<file path="config.mk">
export PLATFORM = sky130hd
export DESIGN_NAME = fetch_queue
export DESIGN_NICKNAME = d
export VERILOG_FILES = /design/src/rtl/fetch_queue.sv
export SDC_FILE = /design/constraint.sdc
export NUM_CORES = 1
export LEC_CHECK = 0
export CORE_MARGIN = 2
export CORE_UTILIZATION = 40
export DETAILED_ROUTE_END_ITERATION = 16
export HOLD_SLACK_MARGIN = 0.02
export SLEW_MARGIN = 20
export SYNTH_ARGS = -nofsm -noshare
export SYNTH_HDL_FRONTEND = slang
export SYNTH_SLANG_ARGS = --single-unit
</file>
<file path="constraint.sdc">
create_clock -name clk -period 7.1 [get_ports clk]
set_clock_uncertainty 0.1 [all_clocks]
set_input_delay 1.775 -clock clk [delete_from_list [all_inputs] [get_ports clk]]
set_output_delay 1.775 -clock clk [all_outputs]
set_load 0.01 [all_outputs]
</file>
<file path="src/rtl/fetch_queue.sv">
// Decoupled fetch->decode FIFO of {pc, instr} pairs with synchronous flush.
// Optional zero-latency bypass when empty: define FETCH_QUEUE_BYPASS_EN.
module fetch_queue #(
  parameter int unsigned DEPTH = 4,
  parameter int unsigned XLEN  = 32,
  parameter int unsigned ILEN  = 32
) (
  input  logic                     clk,
  input  logic                     reset,
  input  logic                     in_valid,
  output logic                     in_ready,
  input  logic [XLEN-1:0]          in_pc,
  input  logic [ILEN-1:0]          in_instr,
  input  logic                     flush,
  output logic                     out_valid,
  input  logic                     out_ready,
  output logic [XLEN-1:0]          out_pc,
  output logic [ILEN-1:0]          out_instr,
  output logic [$clog2(DEPTH):0]   count
);

  localparam int unsigned PW = $clog2(DEPTH);
  localparam int unsigned CW = PW + 1;
  localparam logic [CW-1:0] CountFull = CW'(DEPTH);
  localparam logic [CW-1:0] CountOne  = CW'(1);
  localparam logic [PW-1:0] PtrOne    = PW'(1);

  logic [XLEN+ILEN-1:0] mem [DEPTH];

  logic [PW-1:0] wr_ptr_q, wr_ptr_d;
  logic [PW-1:0] rd_ptr_q, rd_ptr_d;
  logic [CW-1:0] count_q, count_d;

  logic empty;
  logic bypass;
  logic push;
  logic pop;

  assign empty    = (count_q == '0);
  assign in_ready = (count_q != CountFull);
  assign count    = count_q;

`ifdef FETCH_QUEUE_BYPASS_EN
  assign bypass = empty & in_valid & ~flush;
`else
  assign bypass = 1'b0;
`endif

  // A bypassed entry taken by the decoder this cycle never touches storage.
  assign pop  = ~empty & out_ready & ~flush;
  assign push = in_valid & in_ready & ~flush & ~(bypass & out_ready);

  always_comb begin
    out_valid = ~empty | bypass;
    out_pc    = '0;
    out_instr = '0;
    if (bypass) begin
      out_pc    = in_pc;
      out_instr = in_instr;
    end else if (!empty) begin
      {out_pc, out_instr} = mem[rd_ptr_q];
    end
  end

  always_comb begin
    wr_ptr_d = wr_ptr_q;
    rd_ptr_d = rd_ptr_q;
    count_d  = count_q;
    if (flush) begin
      wr_ptr_d = '0;
      rd_ptr_d = '0;
      count_d  = '0;
    end else begin
      if (push) wr_ptr_d = wr_ptr_q + PtrOne;
      if (pop)  rd_ptr_d = rd_ptr_q + PtrOne;
      if (push && !pop) begin
        count_d = count_q + CountOne;
      end else if (pop && !push) begin
        count_d = count_q - CountOne;
      end
    end
  end

  always_ff @(posedge clk or negedge reset) begin
    if (!reset) begin
      wr_ptr_q <= '0;
      rd_ptr_q <= '0;
      count_q  <= '0;
    end else begin
      wr_ptr_q <= wr_ptr_d;
      rd_ptr_q <= rd_ptr_d;
      count_q  <= count_d;
    end
  end

  always_ff @(posedge clk) begin
    if (push) mem[wr_ptr_q] <= {in_pc, in_instr};
  end

endmodule

</file>
# == Word level (Yosys, flattened, before mapping) ==
# Memories as Yosys holds them, arrays and structs flattened.
# Cells that the tools add are included.
# totals
reg_bits,7
ram_bits,256
inputBits,69
output_inout_bits,69
memories,1
# op_classes
n_addsub,4
n_eq_ne,1
mux,11
bitwise_logic,6
reduce_logical,8
# memory_table
name,depth,word_bits,read_ports,rd_clocked_by_memory_dff,write_ports,line,rtl
mem,4,64,1,0,1,28,logic [XLEN+ILEN-1:0] mem [DEPTH];
# op_table
op,n
$mux 32,2
$mux 3,3
$mux 2,4
$add 2x1->2 const B,2
$and 1x1->1,4
$reduce_bool 2->1,2
$add 3x1->3 const B,1
$logic_not 3->1,1
$ne 3x3->1 const B,1
$reduce_bool 3->1,1
$sub 3x1->3 const B,1
$logic_and 1x1->1,2
$logic_not 1->1,2
$mux 1,2
$not 1->1,2

# == Depth between registers and ports, before layout ==
# Gate-level depths: netlist of the first run.
# depth
depth_word,8
depth_mapped,8
depth_no_buf,7

# == Worst setup path before layout of the first run ==
# OpenSTA, ideal clock, no wires.
# synth_timing
kind,input-to-reg
start,input in_valid
end,memory mem[0][0] (netlist bit) (enable)
setup_ps,429
t_arrival_ps,3906
t_required_ps,6571
path_slack_ps,2665
cell_stages,4
path_buffers,1
cell_sequence,clkbuf_1 -> inv_1 -> nor3_1 -> and2_1
# synth_via
elab_chain_cells,4
# synth_lines
item,line,rtl
from (decl),10,"input logic in_valid,"
$and 1x1->1 (2 in series),51,assign push = in_valid & in_ready & ~flush & ~(bypass & out_ready);
$mux 1,97,"if (push) mem[wr_ptr_q] <= {in_pc, in_instr};"
$mux 1 (not written as such),97,
to (decl),28,
# No other way between the ends.

# == Worst setup path after layout of the first run ==
# layout_timing
start,register rd_ptr_q[0]
end,output out_instr[12]
# layout_via
elab_chain_cells,2
# layout_lines
item,line,rtl
from (decl),31,"logic [PW-1:0] rd_ptr_q, rd_ptr_d;"
from (signal assigned),91,rd_ptr_q <= rd_ptr_d;
$mem_v2 4x64,--,
$mux 32,60,end else if (!empty) begin
to (decl),18,"output logic [ILEN-1:0] out_instr,"
# No other way between the ends.

==> results of run 1 <==
cells in the mapped netlist, drive strengths merged:
library cell  count  share of area
a21oi             2        0.00098
or3               1        0.00061
edfxtp          256           0.75
a311oi            1        0.00086
o31ai             1        0.00074
inv               7         0.0026
buf              16          0.011
and2             69          0.042
nand3             2        0.00098
o21a              1        0.00074
nor2              9         0.0033
mux4             64           0.14
fa                1         0.0020
mux2              2         0.0022
xor2              2         0.0017
a21o              1        0.00074
nor3b             1        0.00074
o21ai             3         0.0015
nor3              1        0.00049
dfrtp             7          0.017
a31o              1        0.00086
and3b             1        0.00086
clkbuf            9         0.0034
a221oi            1         0.0015
mux2i             1        0.00098
o311ai            1        0.00086
ha                4         0.0049
a211oi            1        0.00074
power by group through the flow:
stage / combinational [mW] / sequential (mW) / clock (mW)
floorplan: 0.756 / 1.85 / 0
global placement: 1.26 / 1.96 / 0
detailed placement: 1.27 / 1.96 / 0
CTS: 1.28 / 1.93 / 1.51
global route: 1.41 / 1.90 / 1.57
finish: 1.30 / 1.88 / 1.47
per-layer routing:
layer | share of wire | GRT usage | routed length [microns] | vias up
met5 | 0 | 0 | 0 | -
met1 | 0.43 | 0.198 | 8270 | 2534
met2 | 0.49 | 0.247 | 9500 | 127
li1 | - | - | - | 2170
met4 | 0.016 | 0.0355 | 312 | 0
met3 | 0.061 | 0.0353 | 1180 | 30
sequential cells by signal (all words and copies together) (netlist names):
signal and flops:
count 3, mem 256, rd_ptr_q 2, wr_ptr_q 2
cells by family (layout without fill, tap and decap cells):
| family | Yosys count | after routing |
|---|---|---|
| xor gates and xnor gates | 2 | 2 |
| and+or+nand+nor | 84 | 84 |
| DFF | 263 | 263 |
| AOI/OAI and AO/OA | 13 | 13 |
| adders and majority gates | 5 | 5 |
| other | 0 | 1 |
| muxes | 67 | 67 |
| buffers and inverters | 32 | 198 |
critical path: cells and delay by family, from the launching register on:
| kind | cells | cell delay (ns) |
|---|---|---|
| buf+inv | 2 | 0.93 |
| flops | 1 | 0.72 |
| mux | 1 | 0.55 |
| simple gates | 1 | 0.17 |
final timing paths:
check,to,cells after the start,slack (ns),startpoint
min in group asynchronous,count[2],1,1.42,reset
setup reg to reg,mem[1][25],3,4.48,count[2]
setup / recovery,out_instr[12],4,2.31,rd_ptr_q[0]
hold / removal,wr_ptr_q[1],2,0.51,wr_ptr_q[1]
max in group asynchronous,rd_ptr_q[1],1,5.20,reset
hold reg to reg,wr_ptr_q[1],2,0.51,wr_ptr_q[1]
final cells by class:
cell class / instances / area [sq um] / share of cell area
Multi-Input combinational cell: 171 / 2170 / 0.169
Clock buffer: 32 / 694 / 0.0540
Tap cell: 330 / 413 / 0.0321
Antenna cell: 1 / 2.50 / 0.000195
Sequential cell: 263 / 7870 / 0.612
Inverter: 7 / 26.3 / 0.00204
Timing Repair Buffer: 141 / 1440 / 0.112
Clock inverter: 18 / 241 / 0.0188
==> results.py, run 1 <==
metrics = {
    "job": {
        "maxCapViolCount": 0,
    },
    "synth": {
        "synth_cell_types": 31,
        "synth.area.mux_share": 0.145,
        "synth_top_family_by_area": "multiplexers",
        "syn_area_per_cell_sq_um": 21.9,
        "post_synth_xor_area_fraction": 0.00172,
        "ys_ff_latch": 263,
        "yosys_warnings": 0,
        "synthSimpleGateAreaFrac": 0.0493,
        "synth_compound_area_frac": 0.00945,
        "netlist_instances": 466,
        "ys_seq_area_frac": 0.771,
        "synth_fp_nets": 540,
        "synth-adder-area-share": 0.00687,
        "mappedNetlistArea_sq_um": 10200,
    },
    "timing": {
        "period_share": 0.675,
        "hold_viol": 0,
        "tns_ns": 0,
        "layout_setup_ws_ns": 2.31,
        "min_period_ns": 4.79,
        "drv_slew": 0,
        "fmax_ghz": 0.209,
        "setup_viol": 0,
        "hold_ws_ns": 0.512,
        "rsz0062_at_grt": "false",
        "slew_headroom": 0.300,
        "worst_pin_slew_ns": 1.05,
    },
    "cts": {
        "post_cts_resized": 0,
        "clk_latency_ns": 0.52,
        "cts.hold.buffers_added": 0,
        "htreeDepth": 1,
        "post_cts_buffers": 0,
        "clk_pin_slew_worst_paths_ns": 0.06,
        "numCtsBuffers": 27,
        "clk_path_buf_depth": 3,
        "cts_sinks": 263,
        "cts-root-buf": "clkbuf_16",
        "cts_tree": "built",
    },
    "finish": {
        "areaGrowthSynthToFinish_pct": 26.2,
        "drive_gt1_frac": 0.187,
        "mostFrequentLayoutCells": "edfxtp_1 (256), clkdlybuf4s50_1 (137), and2_1 (65), mux4_2 (64), clkbuf_16 (27)",
        "fin_util": 0.512,
        "final_nets": 685,
        "fill_cells": 2037,
        "postLayoutCellArea_sq_um": 12900,
        "instances_no_fill": 963,
        "final_common_cell": "edfxtp_1",
    },
    "pwr": {
        "seqPwrFrac": 0.405,
        "swShare": 0.255,
        "combPwrFrac": 0.279,
        "p_clk_frac": 0.317,
        "switchingPower_mw": 1.19,
        "power.total_mw": 4.65,
        "p_leak_nw": 4.08,
        "irDropWorstVdd_mv": 0.221,
        "p_int_mw": 3.47,
        "power_density_nw_per_um2": 362,
    },
    "worst_setup_path": {
        "worstSetupEndpointType": "primary output",
        "crit_chain": "buf_4 > mux4_2 > and2_1 > clkdlybuf4s50_1",
        "cp_max_fo": 22,
        "worstPathArrival_ns": 2.91,
        "cpMaxStageDelayCell": "dfrtp_4",
        "required_ns": 5.22,
        "cp-start-kind": "flip-flop",
        "crit_path_max_incr_delay_ns": 0.72,
        "path_class": "reg2out",
    },
    "drt": {
        "vias": 4861,
        "wl_per_cell_microns": 20.0,
        "antenna_left": 0,
        "drt_wl_total_mm": 19.3,
        "via_per_inst": 5.05,
        "drt_iter0_drc": 355,
        "first_pass_iters": 4,
        "drc": 0,
    },
    "floorplanning": {
        "rows": 58,
        "initial_core_util": 0.406,
        "die_h_microns": 164,
        "dieWidth_microns": 164,
        "io_pins": 138,
        "core_area_sq_um": 25100,
        "die-area_sq_um": 26800,
    },
    "global_routing": {
        "antenna_found_initial": 1,
        "grt_pass1_wl_mm": 30.0,
        "grt_overflow_total": 0,
        "grt_max_degree": 66,
        "grt.total_usage": 0.148,
        "grt_pass1_vias": 5292,
    },
    "run_status": {
        "status": "complete, no violations",
    },
    "hold_path": {
        "hold_path.class": "reg2reg",
    },
    "place": {
        "routabilityCongestion": 0.715,
        "portBuffers": 137,
        "place_area_sq_um": 11900,
        "dp.cells": 910,
        "hpwl_mm": 10.2,
        "pre_cts_slack_ns": 2.29,
    },
}
Note: power is estimated with default switching activity, not from simulation.
==> inputs of run 2 (changes only) <==
Clock period 7.1 ns to 4.48 ns, I/O delays scaled along.
==> results.py, run 2 (synthesized netlist as in run 1, its figures left out) <==
metrics = {
    "run_status": {
        "status": "complete, no violations",
    },
    "cts": {
        "cts.hold.buffers_added": 0,
        "cts-root-buf": "clkbuf_16",
        "clk_pin_slew_worst_paths_ns": 0.06,
        "post_cts_buffers": 0,
        "numCtsBuffers": 28,
        "post_cts_resized": 0,
        "cts_sinks": 263,
        "htreeDepth": 1,
        "clk_latency_ns": 0.53,
        "clk_path_buf_depth": 3,
        "cts_tree": "built",
    },
    "worst_setup_path": {
        "crit_chain": "buf_4 > mux4_2 > and2_1 > clkdlybuf4s50_1",
        "startpoint": "rd_ptr_q[0]",
        "cp_max_fo": 20,
        "crit_path_max_incr_delay_ns": 0.70,
        "cp-start-kind": "flip-flop",
        "r2r_slack_ns": 1.91,
        "worstSetupEndpointType": "primary output",
        "cpMaxStageDelayCell": "dfrtp_4",
        "r2r_start": "count[2]",
        "r2r-end": "count[2]",
        "crit_buf_inv": 2,
        "path_class": "reg2out",
        "reg2regPathDepth": 7,
        "worstPathArrival_ns": 2.79,
        "required_ns": 3.26,
        "crit_family": "buffers and inverters",
    },
    "finish": {
        "fill_cells": 2041,
        "areaGrowthSynthToFinish_pct": 27.2,
        "max_flop_register": "mem",
        "postLayoutCellArea_sq_um": 13000,
        "drive_gt1_frac": 0.201,
        "largest_reg_flops": 256,
        "final_common_cell": "edfxtp_1",
        "mostFrequentLayoutCells": "edfxtp_1 (256), clkdlybuf4s50_1 (137), and2_1 (65), mux4_2 (64), clkbuf_16 (29)",
        "final_nets": 694,
    },
    "drt": {
        "wl_per_cell_microns": 20.7,
        "vias": 4955,
        "drc": 0,
        "drt_wl_total_mm": 20.1,
        "antenna_left": 0,
        "via_per_inst": 5.10,
        "drt_iter0_drc": 291,
        "first_pass_iters": 4,
    },
    "pwr": {
        "irDropWorstVdd_mv": 0.725,
        "power_density_nw_per_um2": 570,
        "switchingPower_mw": 1.93,
        "p_int_mw": 5.47,
        "seqPwrFrac": 0.400,
        "p_clk_frac": 0.316,
        "p_leak_nw": 4.14,
        "combPwrFrac": 0.284,
        "swShare": 0.261,
    },
    "floorplanning": {
        "dieWidth_microns": 164,
        "rows": 58,
        "core_area_sq_um": 25100,
        "die_h_microns": 164,
        "initial_core_util": 0.406,
        "io_pins": 138,
        "die-area_sq_um": 26800,
    },
    "place": {
        "routabilityCongestion": 0.748,
        "portBuffers": 137,
        "hpwl_mm": 12.0,
        "place_area_sq_um": 12000,
    },
    "hold_path": {
        "hold_path.class": "reg2reg",
        "holdPathEnd": "wr_ptr_q[1]",
        "hold_start": "wr_ptr_q[1]",
        "hold_path_depth": 2,
    },
    "job": {
        "maxCapViolCount": 0,
    },
    "timing": {
        "rsz0062_at_grt": "false",
        "worst_pin_slew_ns": 0.669,
        "setup_viol": 0,
        "slew_headroom": 0.554,
        "period_share": 0.896,
        "drv_slew": 0,
        "hold_viol": 0,
        "tns_ns": 0,
        "min_period_ns": 4.01,
        "fmax_ghz": 0.249,
    },
    "global_routing": {
        "grt_pass1_wl_mm": 30.6,
        "grt_overflow_total": 0,
        "antenna_found_initial": 1,
        "grt_pass1_vias": 5502,
        "grt.total_usage": 0.152,
        "grt_max_degree": 66,
    },
}
run 2: area by class of cell:
| cell class | count | area [sq um] | share of cell area |
|---|---|---|---|
| Sequential cell | 263 | 7870 | 0.607 |
| Clock buffer | 33 | 741 | 0.0571 |
| Clock inverter | 18 | 206 | 0.0159 |
| Inverter | 7 | 26.3 | 0.00203 |
| Tap cell | 330 | 413 | 0.0318 |
| Timing Repair Buffer | 149 | 1540 | 0.118 |
| Antenna cell | 1 | 2.50 | 0.000193 |
| Multi-Input combinational cell | 171 | 2180 | 0.168 |
run 2: worst register-to-register path, delay by kind of cell, from the launching register on:
kind	cells	cell delay, ns
AO/OA/AOI/OAI	2	0.42
AND/OR/NAND/NOR	4	1.02
adder cells (fa/ha/maj)	1	0.42
flip-flops	1	0.50
run 2: power groups by stage:
stage          sequential [mW]  clock (mW)  combinational, mW
2_1_floorplan             2.93           0               1.20
3_3_place_gp              3.00           0               2.12
3_5_place_dp              3.02           0               2.15
4_1_cts                   2.96        2.39               2.16
5_1_grt                   2.98        2.49               2.27
6_report                  2.96        2.34               2.10
run 2: stage by stage:
stage,worst slack (ns),total power [mW],cells,hold slack (ns),utilization
global route,0.293,7.74,971,0.540,0.516
detailed placement,0.874,5.16,920,0.497,0.479
finish,0.467,7.40,972,0.510,0.517
CTS,0.290,7.51,971,0.506,0.516
global placement,0.937,5.12,920,0.472,0.479
floorplan,0.700,4.13,466,0.457,-
run 2: worst max-delay path by stage:
stage	endpoint	slack (ns)	cells past startpoint
final	out_instr[14]	0.47	4
after global routing	out_instr[29]	0.29	4
after CTS	out_pc[1]	0.29	3
after detailed placement	out_pc[1]	0.87	3
after global placement	out_pc[1]	0.94	3
after floorplan	mem[0][0]	0.70	4
run 2: per-layer routing:
| layer | GRT usage | vias to the layer above | wire [microns] |
|---|---|---|---|
| li1 | - | 2198 | - |
| met1 | 0.197 | 2600 | 8630 |
| met2 | 0.262 | 129 | 10100 |
| met3 | 0.0345 | 28 | 1130 |
| met4 | 0.0347 | 0 | 286 |
| met5 | 0 | - | 0 |
